[config.mk]
export PLATFORM = sky130hd
export DESIGN_NAME = imm_encoder_flat
export DESIGN_NICKNAME = d
export VERILOG_FILES = /design/src/rtl/imm_encoder_if.sv /design/src/rtl/imm_encoder.sv /design/src/flat_wrapper.sv
export SDC_FILE = /design/constraint.sdc
export NUM_CORES = 1
export LEC_CHECK = 0
export BUFFER_PORTS_ARGS = -buffer_cell sky130_fd_sc_hd__buf_2
export CORE_ASPECT_RATIO = 1.25
export CORE_UTILIZATION = 30
export DETAILED_ROUTE_END_ITERATION = 8
export PLACE_DENSITY_LB_ADDON = 0.1
export SLEW_MARGIN = 10
export SYNTH_ARGS = -nofsm -noshare
export SYNTH_HDL_FRONTEND = slang
export SYNTH_SLANG_ARGS = --single-unit
export TNS_END_PERCENT = 100
[constraint.sdc]
create_clock -name clk -period 4.1 [get_ports clk]
set_input_delay 0.205 -clock clk [delete_from_list [all_inputs] [get_ports clk]]
set_output_delay 0.205 -clock clk [all_outputs]
set_load 0.1 [all_outputs]
[src/rtl/imm_encoder_if.sv]
// Request/response bus of the immediate encoder.
// The master drives requests and out_ready; the slave returns the encoded word.
interface imm_encoder_if;
  logic        in_valid;
  logic        in_ready;
  logic [2:0]  imm_sel;
  logic [31:0] imm;
  logic [6:0]  opcode;
  logic [2:0]  funct3;
  logic [6:0]  funct7;
  logic [4:0]  rd;
  logic [4:0]  rs1;
  logic [4:0]  rs2;
  logic        out_valid;
  logic        out_ready;
  logic [31:0] instr;
  logic        imm_err;

  modport master (
    output in_valid, imm_sel, imm, opcode,
    output funct3, funct7, rd, rs1, rs2,
    output out_ready,
    input  in_ready, out_valid, instr, imm_err
  );

  modport slave (
    input  in_valid, imm_sel, imm, opcode,
    input  funct3, funct7, rd, rs1, rs2,
    input  out_ready,
    output in_ready, out_valid, instr, imm_err
  );
endinterface

[src/rtl/imm_encoder.sv]
// Two-stage RV32I immediate encoder with range checking and error counter.
// Define IMM_ENCODER_ROUNDTRIP_EN to add the rt_mismatch re-decode check.
module imm_encoder #(
  parameter int ERR_CNT_W = 16
) (
  input  logic                 clk,
  input  logic                 rst_n,
  imm_encoder_if.slave         bus,
  output logic [ERR_CNT_W-1:0] err_cnt
`ifdef IMM_ENCODER_ROUNDTRIP_EN
  ,
  output logic                 rt_mismatch
`endif
);

  localparam logic [2:0] SEL_I = 3'd0;
  localparam logic [2:0] SEL_S = 3'd1;
  localparam logic [2:0] SEL_B = 3'd2;
  localparam logic [2:0] SEL_U = 3'd3;
  localparam logic [2:0] SEL_J = 3'd4;

  logic        w_s1_load;
  logic        w_s2_load;
  logic        w_shift;
  logic        w_err;
  logic [31:0] w_instr;

  logic        r_s1_valid;
  logic        r_s1_err;
  logic        r_s1_shift;
  logic [2:0]  r_s1_sel;
  logic [31:0] r_s1_imm;
  logic [6:0]  r_s1_op;
  logic [2:0]  r_s1_f3;
  logic [6:0]  r_s1_f7;
  logic [4:0]  r_s1_rd;
  logic [4:0]  r_s1_rs1;
  logic [4:0]  r_s1_rs2;

  logic        r_s2_valid;
  logic        r_s2_err;
  logic [31:0] r_s2_instr;
  logic [ERR_CNT_W-1:0] r_err_cnt;

  function automatic logic sext_ok(
    input logic [31:0] v,
    input int unsigned lo
  );
    logic [31:0] m;
    m = 32'hFFFF_FFFF << lo;
    return ((v & m) == m) || ((v & m) == 32'h0);
  endfunction

  assign w_s2_load    = !r_s2_valid || bus.out_ready;
  assign w_s1_load    = !r_s1_valid || w_s2_load;
  assign bus.in_ready = w_s1_load;

  // funct3 001/101 are the I-type shifts
  assign w_shift = (bus.imm_sel == SEL_I) &&
                   (bus.funct3[1:0] == 2'b01);

  always_comb begin
    w_err = 1'b1;
    unique case (bus.imm_sel)
      SEL_I: w_err = w_shift ? |bus.imm[31:5]
                             : !sext_ok(bus.imm, 11);
      SEL_S: w_err = !sext_ok(bus.imm, 11);
      SEL_B: w_err = !sext_ok(bus.imm, 12) || bus.imm[0];
      SEL_U: w_err = |bus.imm[11:0];
      SEL_J: w_err = !sext_ok(bus.imm, 20) || bus.imm[0];
      default: w_err = 1'b1;
    endcase
  end

  always_ff @(posedge clk) begin
    if (!rst_n) begin
      r_s1_valid <= 1'b0;
    end else if (w_s1_load) begin
      r_s1_valid <= bus.in_valid;
      if (bus.in_valid) begin
        r_s1_err   <= w_err;
        r_s1_shift <= w_shift;
        r_s1_sel   <= bus.imm_sel;
        r_s1_imm   <= bus.imm;
        r_s1_op    <= bus.opcode;
        r_s1_f3    <= bus.funct3;
        r_s1_f7    <= bus.funct7;
        r_s1_rd    <= bus.rd;
        r_s1_rs1   <= bus.rs1;
        r_s1_rs2   <= bus.rs2;
      end
    end
  end

  always_comb begin
    w_instr = 32'h0;
    unique case (r_s1_sel)
      SEL_I: w_instr = r_s1_shift
        ? {r_s1_f7, r_s1_imm[4:0], r_s1_rs1,
           r_s1_f3, r_s1_rd, r_s1_op}
        : {r_s1_imm[11:0], r_s1_rs1,
           r_s1_f3, r_s1_rd, r_s1_op};
      SEL_S: w_instr = {r_s1_imm[11:5], r_s1_rs2,
                        r_s1_rs1, r_s1_f3,
                        r_s1_imm[4:0], r_s1_op};
      SEL_B: w_instr = {r_s1_imm[12], r_s1_imm[10:5],
                        r_s1_rs2, r_s1_rs1, r_s1_f3,
                        r_s1_imm[4:1], r_s1_imm[11],
                        r_s1_op};
      SEL_U: w_instr = {r_s1_imm[31:12], r_s1_rd,
                        r_s1_op};
      SEL_J: w_instr = {r_s1_imm[20], r_s1_imm[10:1],
                        r_s1_imm[11], r_s1_imm[19:12],
                        r_s1_rd, r_s1_op};
      default: w_instr = 32'h0;
    endcase
  end

  always_ff @(posedge clk) begin
    if (!rst_n) begin
      r_s2_valid <= 1'b0;
      r_s2_err   <= 1'b0;
      r_s2_instr <= 32'h0;
      r_err_cnt  <= '0;
    end else begin
      if (w_s2_load) begin
        r_s2_valid <= r_s1_valid;
        if (r_s1_valid) begin
          r_s2_instr <= w_instr;
          r_s2_err   <= r_s1_err;
        end
      end
      if (r_s2_valid && bus.out_ready &&
          r_s2_err && !(&r_err_cnt)) begin
        r_err_cnt <= r_err_cnt + 1'b1;
      end
    end
  end

  assign bus.out_valid = r_s2_valid;
  assign bus.instr     = r_s2_instr;
  assign bus.imm_err   = r_s2_err;
  assign err_cnt       = r_err_cnt;

`ifdef IMM_ENCODER_ROUNDTRIP_EN
  logic [2:0]  r_s2_sel;
  logic [31:0] r_s2_imm;
  logic        r_s2_shift;
  logic [31:0] w_dec;

  always_ff @(posedge clk) begin
    if (w_s2_load && r_s1_valid) begin
      r_s2_sel   <= r_s1_sel;
      r_s2_imm   <= r_s1_imm;
      r_s2_shift <= r_s1_shift;
    end
  end

  // shift amounts decode unsigned; funct7 is not part of the value
  always_comb begin
    w_dec = 32'h0;
    unique case (r_s2_sel)
      SEL_I: w_dec = r_s2_shift
        ? {27'h0, r_s2_instr[24:20]}
        : {{20{r_s2_instr[31]}}, r_s2_instr[31:20]};
      SEL_S: w_dec = {{20{r_s2_instr[31]}},
                      r_s2_instr[31:25], r_s2_instr[11:7]};
      SEL_B: w_dec = {{19{r_s2_instr[31]}}, r_s2_instr[31],
                      r_s2_instr[7], r_s2_instr[30:25],
                      r_s2_instr[11:8], 1'b0};
      SEL_U: w_dec = {r_s2_instr[31:12], 12'h0};
      SEL_J: w_dec = {{11{r_s2_instr[31]}}, r_s2_instr[31],
                      r_s2_instr[19:12], r_s2_instr[20],
                      r_s2_instr[30:21], 1'b0};
      default: w_dec = 32'h0;
    endcase
  end

  assign rt_mismatch = r_s2_valid && !r_s2_err &&
                       (w_dec != r_s2_imm);
`endif

endmodule

[src/flat_wrapper.sv]
// flat-port wrapper written by rule: the top's interface ports become plain ports
module imm_encoder_flat 
#(
  parameter int ERR_CNT_W = 16
)
  (clk, rst_n, err_cnt, bus_in_valid, bus_imm_sel, bus_imm, bus_opcode, bus_funct3, bus_funct7, bus_rd, bus_rs1, bus_rs2, bus_out_ready, bus_in_ready, bus_out_valid, bus_instr, bus_imm_err);
  imm_encoder_if bus_i ();
  input  logic clk;
  input  logic rst_n;
  output logic [ERR_CNT_W-1:0] err_cnt;
  input wire logic [$bits(bus_i.in_valid)-1:0] bus_in_valid;
  input wire logic [$bits(bus_i.imm_sel)-1:0] bus_imm_sel;
  input wire logic [$bits(bus_i.imm)-1:0] bus_imm;
  input wire logic [$bits(bus_i.opcode)-1:0] bus_opcode;
  input wire logic [$bits(bus_i.funct3)-1:0] bus_funct3;
  input wire logic [$bits(bus_i.funct7)-1:0] bus_funct7;
  input wire logic [$bits(bus_i.rd)-1:0] bus_rd;
  input wire logic [$bits(bus_i.rs1)-1:0] bus_rs1;
  input wire logic [$bits(bus_i.rs2)-1:0] bus_rs2;
  input wire logic [$bits(bus_i.out_ready)-1:0] bus_out_ready;
  output wire logic [$bits(bus_i.in_ready)-1:0] bus_in_ready;
  output wire logic [$bits(bus_i.out_valid)-1:0] bus_out_valid;
  output wire logic [$bits(bus_i.instr)-1:0] bus_instr;
  output wire logic [$bits(bus_i.imm_err)-1:0] bus_imm_err;
  assign bus_i.in_valid = bus_in_valid;
  assign bus_i.imm_sel = bus_imm_sel;
  assign bus_i.imm = bus_imm;
  assign bus_i.opcode = bus_opcode;
  assign bus_i.funct3 = bus_funct3;
  assign bus_i.funct7 = bus_funct7;
  assign bus_i.rd = bus_rd;
  assign bus_i.rs1 = bus_rs1;
  assign bus_i.rs2 = bus_rs2;
  assign bus_i.out_ready = bus_out_ready;
  assign bus_in_ready = bus_i.in_ready;
  assign bus_out_valid = bus_i.out_valid;
  assign bus_instr = bus_i.instr;
  assign bus_imm_err = bus_i.imm_err;
  imm_encoder #(.ERR_CNT_W(ERR_CNT_W)) u_core (.clk(clk), .rst_n(rst_n), .bus(bus_i), .err_cnt(err_cnt));
endmodule
==> flow_summary_export.csv, run 1 <==
group,metric,value,unit
route,antenna_left,0,
final_layout,regArea,0.00309,mm^2
logic_synthesis,synth_top_area_cell,"edfxtp_1",
global_routing,grt_usage,16.5,%
die,fp.dieH,147,um
final_layout,stdcell_area,0.00704,mm^2
power,internal-power,2.43,mW
timing,finalCritPeriodShare,60.5,%
clock_tree,ctsResizeCount,0,
final_layout,diodes,0,
setup_path,cp_data_arrival_time,2.84,ns
route,wl_per_cell,16.8,um
power,switching_share,24.4,%
setup_path,cp_cell_sequence,"inv_1, nor2_1, a22oi_1, o211ai_1, o211a_1",
timing,clock.fmax,0.403,GHz
final_layout,final_cells,814,
final_layout,drive_gt1_share,29.1,%
logic_synthesis,yosysWarnings,0,
die,die_x,118,um
route,via_per_inst,4.91,
setup_path,reg2reg_from,"u_core.r_s1_sel[0]",
setup_path,path_class,"reg -> reg",
timing,setup_viol,0,
timing,whs,0.0143,ns
place,gp_congestion,0.760,
logic_synthesis,synth.cell_area,0.00507,mm^2
timing,hold_viol_final,0,
global_routing,grt_pass1_vias,3917,
final_layout,layout.nets,657,
power,switchingPower,0.785,mW
timing,slew_headroom,41.5,%
die,core_region_area,0.0163,mm^2
logic_synthesis,yosysUniqueCellTypes,48,
timing,period_minus_slack,2.48,ns
final_layout,final_common_cell,"buf_2",
timing,slew_violations,0,
die,rows,52,
clock_tree,clock_latency,0.42,ns
global_routing,antenna_found_initial,0,
die,die_area,0.0174,mm^2
timing,skew,0.00811,ns
final_layout,multiInputGateArea,0.00187,mm^2
logic_synthesis,synth_top_area_share,40.9,%
route,dr.pass1.iters,4,
route,wl,13.7,mm
clock_tree,root_buffer,"clkbuf_16",
global_routing,grt_pass1_wl,21.5,mm
logic_synthesis,yosys_register_bits,120,
setup_path,critical-path-max-stage-delay,0.86,ns
final_layout,syn_to_final_growth,39.0,%
logic_synthesis,ys_async_sr_fraction,0,%
final_layout,fillers,1582,
clock_tree,clk_pin_slew,0.05,ns
place,dp.cells,728,
power,ir_worst_vdd,0.271,mV
place,placed_cell_area,0.00589,mm^2
timing,tightest_slew,0.878,ns
logic_synthesis,syn_avg_cell_area,12.3,um^2
worst_hold_path,min-delay-start,"bus_imm[31]",
setup_path,cp_slowest_cell,"edfxtp_1",
status,status,"completed",
setup_path,start_kind,"flop",
clock_tree,cts_buffers,17,
flow_run,cap_violations,0,
logic_synthesis,syn_nets,483,
clock_tree,cts_tree,"built",
setup_path,critPathRequiredTime,4.46,ns
place,numPortBuffers,121,
logic_synthesis,synthFlopType,"edfxtp_1",
timing,rsz0062_at_grt,"no",
clock_tree,htree_levels,4,
route,via_count,3996,
global_routing,grt_max_degree,57,
global_routing,overflow,0,
setup_path,critPathLaunch,"u_core.r_s1_sel[0]",
power,power,3.21,mW
power,p_seq_share,42.4,%
logic_synthesis,netlist_instances,411,
logic_synthesis,ys_seq_area_share,61.1,%
setup_path,cp_max_fo,19,
worst_hold_path,holdCritPathClass,"in -> reg",
power,clkPwrFrac,46.5,%
power,pwr-share-comb,11.1,%
logic_synthesis,synth_edf_count,69,
place,dp_hpwl,9.52,mm
die,ioPinCount,122,
timing,setup_tns,0,ns
power,p_leak,2.95,nW
route,drt_iter0_markers,256,
final_layout,final_cell_mix,"buf_2, edfxtp_1, dlygate4sd3_1",
logic_synthesis,ys_top_cells_by_area,"edfxtp_1, dfxtp_1, o211a_1",
route,drc,0,
die,start_util,31.0,%
setup_path,end_kind,"flop",
clock_tree,clock-sinks,120,
clock_tree,post-cts-setup-buffer-count,0,
power,p_per_area,456,mW/mm^2
clock_tree,cts_buffer_depth,2,
## state kept, by name (all words and copies together), names as in the netlist
register and flops:
u_core.r_s1_sel 3, u_core.r_s1_rs2 5, u_core.r_s1_f3 3, u_core.r_s1_imm 32, u_core.r_s1_valid 1, u_core.err_cnt 16, u_core.bus.imm_err 1, u_core.bus.out_valid 1
u_core.r_s1_rs1 5, u_core.r_s1_shift 1, u_core.r_s1_op 7, u_core.bus.instr 32, u_core.r_s1_f7 7, u_core.r_s1_rd 5, u_core.r_s1_err 1
## logic make-up after synthesis
kind of cell             share of synthesized area (%)
AO/OA/AOI/OAI                                     16.7
XOR/XNOR                                          1.73
adder cells (fa/ha/maj)                          0.445
buffers and inverters                             2.17
flip-flops                                        61.1
multiplexers                                      3.41
AND/OR/NAND/NOR                                   14.4
## synth_stat cells (3+ instances only)
cell and number:
a21oi_1 13, a222oi_1 6, a22oi_1 25, a31oi_1 5, and2_1 19, and3_1 5
buf_1 3, buf_2 7, clkbuf_1 13, dfxtp_1 51, edfxtp_1 69, mux2_2 10
mux2i_1 6, nand2_1 32, nand2b_1 5, nand3_1 10, nand4_1 7, nor2_1 8
nor2b_1 21, nor3_1 4, nor4_1 8, o211a_1 19, o211ai_1 9, o21ai_0 10
o221ai_1 10, xnor2_1 6, xor2_1 4
## power by group through the flow
stage | Clock (mW) | Sequential (mW) | Combinational (mW)
floorplan | 0 | 1.50 | 0.102
global placement | 0 | 1.39 | 0.318
detailed placement | 0 | 1.39 | 0.321
CTS | 1.53 | 1.36 | 0.361
global route | 1.59 | 1.37 | 0.382
finish | 1.49 | 1.36 | 0.358
## cell type report
class                      count  share of cell area (%)
clock buffer                  28                    8.40
clock inverter                 4                   0.338
inverter                       2                   0.107
multi-input combinational    265                    26.5
sequential                   120                    43.9
tap                          216                    3.84
timing repair buffer         179                    16.9
## routing by layer
| layer | wire length (um) | track usage [%] | vias to the layer above |
|---|---|---|---|
| met5 | 0 | 0 | - |
| met4 | 242 | 7.56 | 0 |
| met3 | 544 | 4.08 | 17 |
| met2 | 6570 | 26.1 | 110 |
| met1 | 6320 | 21.1 | 1921 |
| li1 | - | - | 1948 |
## final timing paths
check / endpoint / slack (ns) / depth (start not counted)
max: u_core.bus.instr[9] / 1.62 / 5
min: u_core.r_s1_imm[31] / 0.01 / 1
min reg2reg: u_core.bus.instr[17] / 0.50 / 1
max reg2reg: u_core.bus.instr[9] / 1.62 / 5
## per-stage QoR
stage	setup slack [ns]	util, %
4_1_cts	1.62	43.1
2_1_floorplan	0.218	-
6_report	1.62	43.1
3_5_place_dp	1.63	36.0
5_1_grt	1.43	43.1
3_3_place_gp	1.68	36.0
## critical path, delay by kind of cell (launching register included)
family / cells / cell delay [ns]
and+or+nand+nor: 1 / 0.61
AOI/OAI and AO/OA: 3 / 0.57
DFF: 1 / 0.86
buffers and inverters: 1 / 0.38
## repair_timing
item | in CTS | in global routing
endpoints found under the setup margin | 0 | 0
hold endpoints to repair | 53 | 1
hold buffers | 53 | 1
(Power assumes the default switching activity.)
==> inputs of run 2 (changes only) <==
- clock period: 4.1 -> 2.3 ns (I/O delays scaled with it)
==> flow_summary_export.csv, run 2 (synthesis gave the netlist of run 1 again) <==
group,metric,value,unit
setup_path,critPathRequiredTime,2.66,ns
final_layout,syn_to_final_growth,42.0,%
power,clkPwrFrac,44.6,%
power,ir_worst_vdd,0.507,mV
route,via_per_inst,4.88,
power,p_per_area,775,mW/mm^2
global_routing,grt_pass1_wl,21.8,mm
setup_path,cp_data_arrival_time,2.22,ns
final_layout,drive_gt1_share,31.1,%
setup_path,path_class,"reg -> reg",
setup_path,end_kind,"flop",
timing,tightest_slew,0.938,ns
global_routing,overflow,0,
setup_path,ff2ff_setup_slack,0.43,ns
route,dr.pass1.iters,5,
timing,whs,0.128,ns
worst_hold_path,hold_end,"u_core.bus.out_valid",
worst_hold_path,whs_path_depth,3,
place,dp_hpwl,9.41,mm
global_routing,grt_pass1_vias,4082,
clock_tree,clock_latency,0.41,ns
timing,finalCritPeriodShare,81.2,%
die,ioPinCount,122,
clock_tree,cts_tree,"built",
die,start_util,31.0,%
final_layout,final_common_cell,"buf_2",
timing,period_minus_slack,1.87,ns
setup_path,r2r-end,"u_core.bus.instr[29]",
clock_tree,htree_levels,4,
clock_tree,cts_buffer_depth,2,
worst_hold_path,min-delay-start,"bus_out_ready",
die,rows,52,
power,switchingPower,1.44,mW
global_routing,grt_max_degree,70,
timing,setup_viol,0,
timing,setup_tns,0,ns
timing,skew,0.00656,ns
route,drt_iter0_markers,222,
clock_tree,cts_buffers,17,
route,drc,0,
die,die_area,0.0174,mm^2
die,fp.dieH,147,um
final_layout,final_cell_mix,"buf_2, edfxtp_1, dlygate4sd3_1",
status,status,"completed",
timing,slew_violations,0,
route,antenna_left,0,
place,numPortBuffers,121,
place,placed_cell_area,0.00594,mm^2
timing,rsz0062_at_grt,"no",
power,pwr-share-comb,12.0,%
place,post-place-ws,0.261,ns
die,core_region_area,0.0163,mm^2
clock_tree,root_buffer,"clkbuf_16",
die,die_x,118,um
clock_tree,ctsResizeCount,0,
global_routing,antenna_found_initial,0,
route,wl_per_cell,16.2,um
flow_run,cap_violations,0,
timing,clock.fmax,0.535,GHz
clock_tree,clk_pin_slew,0.06,ns
timing,hold_viol_final,0,
timing,slew_headroom,37.4,%
setup_path,reg2reg_depth,5,
setup_path,cp_max_fo,10,
final_layout,stdcell_area,0.00719,mm^2
clock_tree,clock-sinks,120,
place,gp_congestion,0.750,
power,p_leak,3.01,nW
route,via_count,4086,
power,internal-power,4.13,mW
setup_path,reg2reg_from,"u_core.r_s1_sel[1]",
final_layout,diodes,0,
power,p_seq_share,43.4,%
timing,layout_setup_ws,0.432,ns
power,switching_share,25.9,%
route,wl,13.6,mm
global_routing,grt_usage,16.5,%
final_layout,layout.nets,680,
setup_path,start_kind,"flop",
worst_hold_path,holdCritPathClass,"in -> reg",
## run 2: changes by cell type in the layout (fill, tap and decap cells not counted), sizes merged
cell,previous run,this run
inv,2,5
clkinvlp,0,4
bufinv,0,1
clkbuf,28,20
buf,125,134
dlygate4sd3,54,68
## run 2: timing repair
action                                 CTS  global route
setup endpoints to repair                0             2
hold buffers                            68             0
endpoints found under the hold margin   68             0
buffers inserted                         0             3
## run 2: worst max-delay path by stage
| stage | from | endpoint | slack (ns) |
|---|---|---|---|
| after floorplan | u_core.err_cnt[8] | u_core.err_cnt[15] | 0.03 |
| after global placement | u_core.r_s1_sel[0] | u_core.bus.instr[30] | 0.30 |
| after detailed placement | u_core.r_s1_sel[0] | u_core.bus.instr[29] | 0.26 |
| after CTS | u_core.r_s1_sel[0] | u_core.bus.instr[29] | 0.22 |
| after global routing | u_core.r_s1_sel[1] | u_core.bus.instr[25] | 0.24 |
| final | u_core.r_s1_sel[1] | u_core.bus.instr[29] | 0.43 |
## run 2: through the flow
step                std cells  power (mW)  util, %
detailed placement        734        3.05     36.3
finish                    837        5.58     44.1
global route              837        5.79     44.1
global placement          734        3.04     36.3
floorplan                 411        2.86        -
CTS                       834        5.66     43.9
## run 2: power by group through the flow
stage / registers [mW] / clock network (mW) / logic (mW)
3_5_place_dp: 2.47 / 0 / 0.581
4_1_cts: 2.42 / 2.56 / 0.670
2_1_floorplan: 2.67 / 0 / 0.182
5_1_grt: 2.43 / 2.65 / 0.716
6_report: 2.42 / 2.49 / 0.669
3_3_place_gp: 2.47 / 0 / 0.577
## run 2: area by class of cell
cell class                 count  area (um^2)
multi-input combinational    265         1870
timing repair buffer         202         1380
clock buffer                  20          457
sequential                   120         3100
tap                          216          270
clock inverter                12         98.8
fill                        1583         9140
inverter                       2         7.51
## run 2: worst max-delay path, cell delays in order, from the launching register on
cell and delay (ns):
edfxtp_1 0.46, and2_1 0.43, nor2b_1 0.44, a222oi_1 0.19, o21ai_0 0.16, and2_1 0.13
## run 2: per-layer routing
layer	global-route usage, %	routed length (um)
met1	20.4	6130
met2	27.0	6610
met3	4.11	593
met4	7.18	263
met5	0	0
